<file path="src/rtl/hue_window_mask_if.sv">
// Pixel stream carrying normalisable 10.6 hue values into the hue window mask.
// The producer drives the master side and the mask block listens on the slave side.
interface hue_window_mask_if;
    logic [15:0] data;
    logic        valid;
    logic        sof;
    logic        eof;

    modport master (output data, output valid, output sof, output eof);
    modport slave  (input  data, input  valid, input  sof, input  eof);
endinterface

</file>
<file path="src/rtl/hue_window_mask.sv">
// Hue window mask: classifies each hue pixel against a double-buffered window,
// counts masked pixels per frame and reports total plus detect flag at end of frame.
// Optional macro HUE_WINDOW_MASK_PASSTHRU_EN adds an o_data port carrying the
// normalised hue aligned with o_mask.
module hue_window_mask #(
    parameter int          COUNT_W = 20,
    parameter logic [15:0] DEF_LO  = 16'h0000,
    parameter logic [15:0] DEF_HI  = 16'h0F00
) (
    input  logic               i_clk,
    input  logic               i_rst,
    hue_window_mask_if.slave   pix,
    input  logic               i_cfg_wr,
    input  logic [15:0]        i_cfg_lo,
    input  logic [15:0]        i_cfg_hi,
    input  logic [COUNT_W-1:0] i_min_count,
    output logic               o_mask,
    output logic               o_valid,
    output logic               o_frame_done,
    output logic [COUNT_W-1:0] o_count,
    output logic               o_detect
`ifdef HUE_WINDOW_MASK_PASSTHRU_EN
    ,
    output logic [15:0]        o_data
`endif
);

    localparam logic [15:0]        HUE_WRAP  = 16'h5A00;
    localparam logic [COUNT_W-1:0] COUNT_MAX = '1;

    logic [15:0]        shadow_lo;
    logic [15:0]        shadow_hi;
    logic [15:0]        active_lo;
    logic [15:0]        active_hi;

    logic [15:0]        hue_norm;
    logic               sof_accept;
    logic [15:0]        eff_lo;
    logic [15:0]        eff_hi;
    logic               ge_lo;
    logic               le_hi;
    logic               win_wrap;

    logic               s1_valid;
    logic               s1_sof;
    logic               s1_eof;
    logic               s1_ge_lo;
    logic               s1_le_hi;
    logic               s1_wrap;
`ifdef HUE_WINDOW_MASK_PASSTHRU_EN
    logic [15:0]        s1_hue;
`endif

    logic               s1_mask;
    logic [COUNT_W-1:0] counter;
    logic [COUNT_W-1:0] total;
    logic [COUNT_W-1:0] mask_ext;

    // Normalise hue and pick the bounds that apply to this pixel; an SOF pixel
    // sees the shadow values, or the freshly written ones when a write lands on it.
    always_comb begin
        hue_norm   = (pix.data >= HUE_WRAP) ? 16'h0000 : pix.data;
        sof_accept = pix.valid && pix.sof;
        eff_lo     = active_lo;
        eff_hi     = active_hi;
        if (sof_accept) begin
            if (i_cfg_wr) begin
                eff_lo = i_cfg_lo;
                eff_hi = i_cfg_hi;
            end else begin
                eff_lo = shadow_lo;
                eff_hi = shadow_hi;
            end
        end
        ge_lo    = (hue_norm >= eff_lo);
        le_hi    = (hue_norm <= eff_hi);
        win_wrap = (eff_lo > eff_hi);
    end

    // Shadow bounds take every config write; active bounds only move at SOF.
    always_ff @(posedge i_clk) begin
        if (i_rst) begin
            shadow_lo <= DEF_LO;
            shadow_hi <= DEF_HI;
            active_lo <= DEF_LO;
            active_hi <= DEF_HI;
        end else begin
            if (i_cfg_wr) begin
                shadow_lo <= i_cfg_lo;
                shadow_hi <= i_cfg_hi;
            end
            if (sof_accept) begin
                active_lo <= eff_lo;
                active_hi <= eff_hi;
            end
        end
    end

    // Stage 1 holds the two bound compares so stage 2 only has to combine them.
    always_ff @(posedge i_clk) begin
        if (i_rst) begin
            s1_valid <= 1'b0;
            s1_sof   <= 1'b0;
            s1_eof   <= 1'b0;
            s1_ge_lo <= 1'b0;
            s1_le_hi <= 1'b0;
            s1_wrap  <= 1'b0;
        end else begin
            s1_valid <= pix.valid;
            s1_sof   <= pix.valid && pix.sof;
            s1_eof   <= pix.valid && pix.eof;
            s1_ge_lo <= ge_lo;
            s1_le_hi <= le_hi;
            s1_wrap  <= win_wrap;
        end
    end

`ifdef HUE_WINDOW_MASK_PASSTHRU_EN
    // Normalised hue follows the compares so it lines up with o_mask.
    always_ff @(posedge i_clk) begin
        if (i_rst) begin
            s1_hue <= 16'h0000;
        end else begin
            s1_hue <= hue_norm;
        end
    end
`endif

    // A wrapping window (lo > hi) accepts either side of zero; otherwise both compares must hold.
    // The running total restarts at SOF and saturates instead of rolling over.
    always_comb begin
        s1_mask  = s1_wrap ? (s1_ge_lo || s1_le_hi) : (s1_ge_lo && s1_le_hi);
        mask_ext = {{(COUNT_W-1){1'b0}}, s1_mask};
        total    = counter;
        if (s1_sof) begin
            total = mask_ext;
        end else if (counter != COUNT_MAX) begin
            total = counter + mask_ext;
        end
    end

    // Stage 2 drives the mask outputs and closes out the frame on the EOF pixel.
    always_ff @(posedge i_clk) begin
        if (i_rst) begin
            o_mask       <= 1'b0;
            o_valid      <= 1'b0;
            o_frame_done <= 1'b0;
            o_count      <= '0;
            o_detect     <= 1'b0;
            counter      <= '0;
        end else begin
            o_valid      <= s1_valid;
            o_mask       <= s1_valid && s1_mask;
            o_frame_done <= s1_valid && s1_eof;
            if (s1_valid) begin
                if (s1_eof) begin
                    o_count  <= total;
                    o_detect <= (total >= i_min_count);
                    counter  <= '0;
                end else begin
                    counter  <= total;
                end
            end
        end
    end

`ifdef HUE_WINDOW_MASK_PASSTHRU_EN
    // Pass the normalised hue out only while o_valid is high.
    always_ff @(posedge i_clk) begin
        if (i_rst) begin
            o_data <= 16'h0000;
        end else begin
            o_data <= s1_valid ? s1_hue : 16'h0000;
        end
    end
`endif

endmodule

</file>
<file path="src/flat_wrapper.sv">
// flat-port wrapper written by rule: the top's interface ports become plain ports
module hue_window_mask_flat 
#(
    parameter int          COUNT_W = 20,
    parameter logic [15:0] DEF_LO  = 16'h0000,
    parameter logic [15:0] DEF_HI  = 16'h0F00
)
  (i_clk, i_rst, i_cfg_wr, i_cfg_lo, i_cfg_hi, i_min_count, o_mask, o_valid, o_frame_done, o_count, o_detect, pix_data, pix_valid, pix_sof, pix_eof);
  hue_window_mask_if pix_i ();
  input  logic i_clk;
  input  logic i_rst;
  input  logic i_cfg_wr;
  input  logic [15:0] i_cfg_lo;
  input  logic [15:0] i_cfg_hi;
  input  logic [COUNT_W-1:0] i_min_count;
  output logic o_mask;
  output logic o_valid;
  output logic o_frame_done;
  output logic [COUNT_W-1:0] o_count;
  output logic o_detect;
  input wire logic [$bits(pix_i.data)-1:0] pix_data;
  input wire logic [$bits(pix_i.valid)-1:0] pix_valid;
  input wire logic [$bits(pix_i.sof)-1:0] pix_sof;
  input wire logic [$bits(pix_i.eof)-1:0] pix_eof;
  assign pix_i.data = pix_data;
  assign pix_i.valid = pix_valid;
  assign pix_i.sof = pix_sof;
  assign pix_i.eof = pix_eof;
  hue_window_mask #(.COUNT_W(COUNT_W), .DEF_LO(DEF_LO), .DEF_HI(DEF_HI)) u_core (.i_clk(i_clk), .i_rst(i_rst), .pix(pix_i), .i_cfg_wr(i_cfg_wr), .i_cfg_lo(i_cfg_lo), .i_cfg_hi(i_cfg_hi), .i_min_count(i_min_count), .o_mask(o_mask), .o_valid(o_valid), .o_frame_done(o_frame_done), .o_count(o_count), .o_detect(o_detect));
endmodule
</file>
<file path="config.mk">
export PLATFORM = sky130hd
export DESIGN_NAME = hue_window_mask_flat
export DESIGN_NICKNAME = d
export VERILOG_FILES = /design/src/rtl/hue_window_mask_if.sv /design/src/rtl/hue_window_mask.sv /design/src/flat_wrapper.sv
export SDC_FILE = /design/constraint.sdc
export NUM_CORES = 1
export LEC_CHECK = 0
export ABC_AREA = 1
export BUFFER_PORTS_ARGS = -buffer_cell sky130_fd_sc_hd__buf_2
export CAP_MARGIN = 0
export CORE_ASPECT_RATIO = 1.75
export CORE_UTILIZATION = 30
export CTS_CLUSTER_DIAMETER = 200
export DETAILED_ROUTE_END_ITERATION = 10
export PLACE_DENSITY = 0.57
export SYNTH_ARGS = -nofsm -noshare
export SYNTH_HDL_FRONTEND = slang
export SYNTH_SLANG_ARGS = --single-unit
</file>
<file path="constraint.sdc">
create_clock -name i_clk -period 3.2 [get_ports i_clk]
set_input_delay 0.64 -clock i_clk [delete_from_list [all_inputs] [get_ports i_clk]]
set_output_delay 0.64 -clock i_clk [all_outputs]
set_load 0.01 [all_outputs]
</file>
==> impl_metrics.py, run 1 <==
metrics = {
    "route": {
        "first_pass_iters": 7,
        "wl_um": 18550,
        "post_drt_wl_per_cell_um": 14.47,
        "routed_via_density": 4.729,
        "drt_iter0_drc": 180,
        "detailroute.via_count": 6063,
        "drc_errors": 4,
        "detail-route-antenna-nets": 0,
    },
    "synthesis": {
        "synth-async-reset-ratio_pct": 0,
        "ys_seq_area_share_pct": 35.72,
        "syn-cell-area_um2": 6390,
        "synth_ff_type": "sky130_fd_sc_hd__dfxtp_1",
        "post_synth.cell_area_avg_um2": 7.148,
        "ys_types": 44,
        "synth_largest_area_cell": "sky130_fd_sc_hd__dfxtp_1",
        "synth_enable_flop_cells": 0,
        "ys.warnings.count": 0,
        "synthDominantCellAreaShare_pct": 35.72,
        "synth_area_leaders": "sky130_fd_sc_hd__dfxtp_1, sky130_fd_sc_hd__ha_1, sky130_fd_sc_hd__nand2_1",
        "postSynthCellCount": 894,
        "yosys_register_bits": 114,
    },
    "setup_path": {
        "timing.rr.start": "u_core.s1_wrap$_SDFF_PP0_",
        "crit_path_top_delay_cell": "sky130_fd_sc_hd__dfxtp_1",
        "path_max_fanout": 3,
        "worstReg2RegEnd": "u_core.o_detect$_SDFFE_PP0P_",
        "cp_common_cell": "sky130_fd_sc_hd__nand2_1",
        "critical_path.startpoint_type": "register",
        "end_kind": "register",
        "r2r_cells": 20,
        "setup.worst_path.class": "register to register",
        "setup.reg_to_reg.worst_slack_ns": 0.16,
        "critPathArrivalTime_ns": 3.34,
        "required_ns": 3.50,
        "path_cells": "a21oi_1 -> nor2_1 -> ha_2 -> nand2_4 -> nor3_2 -> o21ai_0 -> a21oi_2 -> ha_1 -> a21oi_1 -> nand2_1 -> a21boi_1 -> nand2_1 -> nand3_1 -> nand2_1 -> nand2_1 -> nand2_1 -> nand2_1 -> nand2_1 -> nand2_1 -> a21oi_2",
        "critical-path-max-stage-delay_ns": 0.33,
        "critPathLaunch": "u_core.s1_wrap$_SDFF_PP0_",
    },
    "timing": {
        "fmax_mhz": 329.2,
        "finalMaxSlewViolations": 0,
        "layout_setup_ws_ns": 0.1626,
        "fin_skew_ns": 0.009037,
        "max-slew-margin-rel_pct": 37.42,
        "setup-violations-final": 0,
        "timing_hold_violations_final": 0,
        "layout_worst_path_cycle_share_pct": 94.92,
        "tightest_pin_transition_ns": 0.9387,
        "setup_tns_ns": 0,
        "final.min_clock_period_ns": 3.037,
    },
    "floorplan": {
        "io_pins": 98,
        "dieArea_um2": 21910,
        "initial_core_util_pct": 30.53,
        "row_count": 70,
        "die_w_um": 112.3,
        "core_um2": 20930,
        "chipHeight_um": 195.1,
    },
    "final_layout": {
        "syn_to_final_growth_pct": 26.67,
        "diodes": 0,
        "total_nets_final": 1159,
        "post_route_cells_drive_above_1_share_pct": 22.52,
        "fillerInstances": 2222,
        "post_layout_nonfiller_instances": 1282,
        "finalCoreUtilization_pct": 38.67,
    },
    "global_routing": {
        "global_route_met1_utilization_pct": 16.45,
        "grt_first_pass_wirelength_um": 29650,
        "grt_use_met2_pct": 36.55,
        "grt_pass1_vias": 6033,
        "grt-busiest-layer": "met2",
        "grt-ovfl-total": 0,
        "grt_use_total_pct": 17.80,
        "number_of_antenna_violations_at_the_first_check_in_global_routing": 0,
        "globalRouteMet3Util_pct": 3.290,
        "pin_count_of_the_biggest_net_entering_global_routing": 84,
    },
    "placement": {
        "dp.final_hpwl_um": 14270,
        "dp.cells": 1246,
        "port-buffer-count": 97,
        "place_congestion": 0.8849,
        "detailedPlace.worstSlack_ns": 0.02743,
    },
    "clock_network": {
        "tritoncts": "built",
        "cts_bufs_inserted": 17,
        "cts-htree-levels": 4,
        "ctsRootBufferMaster": "sky130_fd_sc_hd__clkbuf_16",
        "clock_insertion_delay_worst_skew_ns": 0.42,
        "cts.clk_slew.worst_paths_ns": 0.06,
        "cts_sinks": 114,
        "cts-root-to-sink-buffers": 2,
    },
    "power": {
        "power_switching_share_pct": 25.62,
        "max-vdd-ir-drop_mv": 0.4220,
        "seq_power_share_pct": 37.6,
        "pwr_density_cell_nw_per_um2": 492.9,
        "power.internal_mw": 2.968,
        "static-leakage-power_nw": 4.061,
        "combPwrFrac_pct": 13.9,
        "pwr-share-clk_pct": 48.5,
        "switching_pwr_mw": 1.022,
    },
    "worst_hold_path": {
        "min_delay_path_depth": 2,
        "hp-class": "register to register",
        "worstHoldStart": "u_core.shadow_lo[11]$_SDFF_PP0_",
        "holdPathEnd": "u_core.shadow_lo[11]$_SDFF_PP0_",
    },
    "run_status": {
        "run_status": "finished, violations left",
        "failed_checks": "design-rule violations",
    },
    "run": {
        "max_cap_viol_count": 0,
    },
}
-- Yosys cell counts, types with 2 or more instances --
library cell,count
sky130_fd_sc_hd__a211oi_1,4
sky130_fd_sc_hd__a21oi_1,86
sky130_fd_sc_hd__a21oi_2,3
sky130_fd_sc_hd__a31oi_1,3
sky130_fd_sc_hd__buf_1,4
sky130_fd_sc_hd__buf_2,2
sky130_fd_sc_hd__clkbuf_1,27
sky130_fd_sc_hd__dfxtp_1,114
sky130_fd_sc_hd__ha_1,68
sky130_fd_sc_hd__inv_1,98
sky130_fd_sc_hd__inv_2,4
sky130_fd_sc_hd__mux2i_1,11
sky130_fd_sc_hd__nand2_1,205
sky130_fd_sc_hd__nand2_2,5
sky130_fd_sc_hd__nand3_1,19
sky130_fd_sc_hd__nand3_2,4
sky130_fd_sc_hd__nand4_1,7
sky130_fd_sc_hd__nor2_1,105
sky130_fd_sc_hd__nor3_1,12
sky130_fd_sc_hd__nor3_4,2
sky130_fd_sc_hd__o211ai_1,2
sky130_fd_sc_hd__o21ai_0,65
sky130_fd_sc_hd__o221ai_1,2
sky130_fd_sc_hd__or2_2,17
sky130_fd_sc_hd__xnor2_1,2
sky130_fd_sc_hd__xor2_1,5
-- final cells by class --
type                    instances  area (um2)  area share (%)
clock inverters                10       132.6           1.639
repair buffers                137       785.8           9.708
clock buffers                  22       464.2           5.735
flip-flops and latches        114        2291           28.30
inverters                     102       382.9           4.730
multi-input cells             645        3722           45.99
well taps                     252       315.3           3.895
-- power groups by stage --
stage / clock, mW / combinational (mW) / sequential (mW)
3_3_place_gp: 0 / 0.549 / 1.53
6_report: 1.94 / 0.555 / 1.50
4_1_cts: 1.98 / 0.560 / 1.50
2_1_floorplan: 0 / 0.343 / 1.53
3_5_place_dp: 0 / 0.557 / 1.53
5_1_grt: 2.03 / 0.640 / 1.51
-- placed cells by master (no fill, tap or decap), types with 5 or more instances in the layout --
master                      count
sky130_fd_sc_hd__or2_2         17
sky130_fd_sc_hd__nor3_1        10
sky130_fd_sc_hd__o21ai_0       61
sky130_fd_sc_hd__ha_1          64
sky130_fd_sc_hd__nand3_1       17
sky130_fd_sc_hd__clkinv_2       5
sky130_fd_sc_hd__a21oi_2        7
sky130_fd_sc_hd__nand3_2        5
sky130_fd_sc_hd__nor2_1       104
sky130_fd_sc_hd__buf_2         97
sky130_fd_sc_hd__xor2_1         5
sky130_fd_sc_hd__dfxtp_1      109
sky130_fd_sc_hd__clkbuf_16     17
sky130_fd_sc_hd__nand4_1        7
sky130_fd_sc_hd__inv_2          5
sky130_fd_sc_hd__inv_1         97
sky130_fd_sc_hd__nand2_2        7
sky130_fd_sc_hd__a21oi_1       81
sky130_fd_sc_hd__mux2i_1       11
sky130_fd_sc_hd__buf_4         40
sky130_fd_sc_hd__nand2_1      202
-- critical path, delay by kind of cell (launching register included) --
kind            cells  cell delay (ns)
fa+ha+maj           2             0.57
flops               1             0.33
simple gates       12             1.20
compound gates      6             0.80
-- layer usage --
metal | wire length [um] | up-vias | share of wire [%]
li1 | - | 3152 | -
met1 | 6745 | 2756 | 36
met2 | 10720 | 118 | 58
met3 | 502 | 37 | 2.7
met4 | 578 | 0 | 3.1
met5 | 0 | - | 0
-- logic make-up after synthesis --
family | synth area share, %
AOI/OAI and AO/OA | 14.39
xor gates and xnor gates | 0.9595
adders and majority gates | 13.32
buffers and inverters | 8.087
DFF | 35.72
muxes | 1.723
other | 0.05869
and+or+nand+nor | 25.75
-- timing repair --
item                                    CTS  global route
hold buffers                              0             0
resized for setup                         0            38
setup buffers                             0             4
endpoints found under the setup margin    0             1
-- worst max-delay path by stage --
stage                                    to  slack [ns]
2_1_floorplan  u_core.o_detect$_SDFFE_PP0P_        0.44
3_3_place_gp   u_core.o_detect$_SDFFE_PP0P_      -0.008
3_5_place_dp   u_core.o_detect$_SDFFE_PP0P_        0.03
4_1_cts        u_core.o_detect$_SDFFE_PP0P_       0.004
5_1_grt        u_core.o_detect$_SDFFE_PP0P_       -0.09
6_report       u_core.o_detect$_SDFFE_PP0P_        0.16
-- sequential cells by signal (all words and copies together) (netlist names), 16 cells and up --
register          cells
u_core.counter       20
u_core.active_lo     16
u_core.shadow_lo     16
u_core.o_count       20
u_core.active_hi     16
u_core.shadow_hi     16
-- stage by stage --
stage / hold WS, ns / instance area [um2] / power (mW)
2_1_floorplan: 0.4469 / 6394 / 1.871
3_3_place_gp: 0.4548 / 7331 / 2.077
3_5_place_dp: 0.4607 / 7331 / 2.087
4_1_cts: 0.4578 / 7928 / 4.038
5_1_grt: 0.4852 / 8094 / 4.177
6_report: 0.4652 / 8094 / 3.990
Power figures use the tool's default switching activity.
==> run 2, diff against run 1 <==
- PLACE_DENSITY: 0.57 -> default
==> impl_metrics.py, run 2 (same netlist as run 1, synthesis figures left out) <==
metrics = {
    "setup_path": {
        "end_kind": "register",
        "timing.rr.start": "u_core.s1_wrap$_SDFF_PP0_",
        "r2r_cells": 14,
        "critPathLaunch": "u_core.s1_wrap$_SDFF_PP0_",
        "path_max_fanout": 4,
        "number_of_cells_on_the_critical_path": 14,
        "critPathArrivalTime_ns": 3.24,
        "setup.reg_to_reg.worst_slack_ns": 0.26,
        "setup.worst_path.class": "register to register",
        "worstReg2RegEnd": "u_core.o_detect$_SDFFE_PP0P_",
        "crit_path_top_delay_cell": "sky130_fd_sc_hd__or4_1",
        "path_cells": "a21oi_1 -> nor2_2 -> ha_2 -> ha_2 -> nand3_2 -> nor2_4 -> nand3_2 -> or4_1 -> a21oi_4 -> ha_1 -> nand2_1 -> nor2_1 -> a2111oi_2 -> a21oi_2",
        "critical-path-max-stage-delay_ns": 0.47,
        "critical_path.startpoint_type": "register",
        "timing.critical_path.buf_inv": 0,
        "required_ns": 3.50,
        "endpoint": "u_core.o_detect$_SDFFE_PP0P_",
        "critical-path-top-delay-family": "simple AND/OR/NAND/NOR gates",
    },
    "timing": {
        "fin_skew_ns": 0.008922,
        "setup-violations-final": 0,
        "finalMaxSlewViolations": 0,
        "fmax_mhz": 340.0,
        "layout_worst_path_cycle_share_pct": 91.91,
        "setup_repair_after_global_routing_missed_its_margin": "false",
        "tightest_pin_transition_ns": 0.9655,
        "final.min_clock_period_ns": 2.941,
        "timing_hold_violations_final": 0,
        "max-slew-margin-rel_pct": 35.56,
        "setup_tns_ns": 0,
        "hold_ws_ns": 0.4647,
    },
    "route": {
        "first_pass_iters": 7,
        "post_drt_wl_per_cell_um": 14.54,
        "wl_um": 18350,
        "detail-route-antenna-nets": 0,
        "drt_iter0_drc": 250,
        "drc_errors": 8,
        "detailroute.via_count": 5969,
        "routed_via_density": 4.730,
    },
    "placement": {
        "port-buffer-count": 97,
        "dp.final_hpwl_um": 14020,
        "place_congestion": 0.8509,
        "dp.cells": 1230,
    },
    "clock_network": {
        "tritoncts": "built",
        "cts_sinks": 114,
        "cts.clk_slew.worst_paths_ns": 0.05,
        "cts-root-to-sink-buffers": 2,
        "cts_hold_buf": 0,
        "clock_insertion_delay_worst_skew_ns": 0.42,
        "cts_bufs_inserted": 17,
        "cts-htree-levels": 4,
        "ctsRootBufferMaster": "sky130_fd_sc_hd__clkbuf_16",
    },
    "final_layout": {
        "total_nets_final": 1140,
        "reg.largest.list": "u_core.counter: 20 flops, u_core.o_count: 20 flops",
        "syn_to_final_growth_pct": 24.42,
        "fillerInstances": 2211,
        "finalCoreUtilization_pct": 37.98,
        "post_layout_nonfiller_instances": 1262,
        "layout.cells.most_common_list": "sky130_fd_sc_hd__nand2_1, sky130_fd_sc_hd__dfxtp_1, sky130_fd_sc_hd__nor2_1, sky130_fd_sc_hd__inv_1, sky130_fd_sc_hd__buf_2",
        "diodes": 0,
        "post_route_cells_drive_above_1_share_pct": 20.79,
        "layout.cells.most_common": "sky130_fd_sc_hd__nand2_1",
    },
    "power": {
        "max-vdd-ir-drop_mv": 0.2259,
        "design_power_total_mw": 4.023,
        "static-leakage-power_nw": 3.966,
        "pwr_density_cell_nw_per_um2": 506.0,
    },
    "floorplan": {
        "die_w_um": 112.3,
        "dieArea_um2": 21910,
        "core_um2": 20930,
        "initial_core_util_pct": 30.53,
        "row_count": 70,
        "io_pins": 98,
        "chipHeight_um": 195.1,
    },
    "global_routing": {
        "grt-ovfl-total": 0,
        "grt_pass1_vias": 5880,
        "grt_use_total_pct": 17.48,
        "grt_first_pass_wirelength_um": 29330,
        "pin_count_of_the_biggest_net_entering_global_routing": 84,
        "number_of_antenna_violations_at_the_first_check_in_global_routing": 0,
    },
    "run_status": {
        "failed_checks": "design-rule violations",
        "run_status": "finished, violations left",
    },
    "worst_hold_path": {
        "hp-class": "register to register",
    },
    "run": {
        "max_cap_viol_count": 0,
    },
}
## run 2: changes by cell type in the layout (fill, tap and decap cells not counted), moves of 2 or more
cell and change:
sky130_fd_sc_hd__buf_4 -21, sky130_fd_sc_hd__clkinvlp_4 +4, sky130_fd_sc_hd__clkinv_2 -3, sky130_fd_sc_hd__ha_4 -3
sky130_fd_sc_hd__a21oi_1 +2, sky130_fd_sc_hd__a21oi_2 -2, sky130_fd_sc_hd__buf_12 +2, sky130_fd_sc_hd__clkbuf_1 -2
sky130_fd_sc_hd__clkbuf_8 -2, sky130_fd_sc_hd__ha_1 +2
## run 2: area by class of cell
cell class	count	area, um2	share of cell area (%)
Sequential cell	114	2287	28.77
Clock inverter	13	186.4	2.345
Multi-Input combinational cell	645	3681	46.30
Inverter	102	382.9	4.816
Clock buffer	18	429.2	5.398
Timing Repair Buffer	118	668.1	8.404
Tap cell	252	315.3	3.966
## run 2: worst register-to-register path, delay by kind of cell (launching register included)
family                     cells  cell delay (ns)
and+or+nand+nor                7             1.16
adders and majority gates      3             0.71
AOI/OAI and AO/OA              4             0.64
DFF                            1             0.32
## run 2: layer usage
metal | track usage (%) | share of wire [%]
met1 | 16.71 | 36
met2 | 35.93 | 59
met3 | 2.669 | 3.0
met4 | 7.160 | 2.2
met5 | 0 | 0
## run 2: power breakdown
part           leakage, nW  switching (mW)  total (mW)  internal [mW]
combinational         2.74           0.327       0.537          0.209
sequential           0.935          0.0176        1.50           1.48
clock                0.288           0.689        1.99           1.30
## run 2: per-stage QoR
step	area (um2)	setup slack, ns
2_1_floorplan	6394	0.4394
3_3_place_gp	7236	-0.01604
3_5_place_dp	7236	-0.04949
4_1_cts	7851	0.01088
5_1_grt	7950	0.01646
6_report	7950	0.2587
## run 2: what timing repair did
action / CTS / global route
endpoints found under the setup margin: 1 / 1
resized for setup: 1 / 30
buffers inserted: 0 / 1
pin swaps: 0 / 8
## run 2: how the worst min path moves through the flow
stage	from	endpoint	slack (ns)	depth (start not counted)
finish	u_core.shadow_lo[15]$_SDFF_PP0_	u_core.shadow_lo[15]$_SDFF_PP0_	0.46	2
global route	u_core.shadow_lo[6]$_SDFF_PP0_	u_core.shadow_lo[6]$_SDFF_PP0_	0.48	2
CTS	u_core.shadow_lo[3]$_SDFF_PP0_	u_core.shadow_lo[3]$_SDFF_PP0_	0.47	2
detailed placement	u_core.shadow_lo[6]$_SDFF_PP0_	u_core.shadow_lo[6]$_SDFF_PP0_	0.46	2
global placement	u_core.shadow_hi[0]$_SDFF_PP0_	u_core.shadow_hi[0]$_SDFF_PP0_	0.45	2
floorplan	u_core.shadow_lo[14]$_SDFF_PP0_	u_core.shadow_lo[14]$_SDFF_PP0_	0.45	2
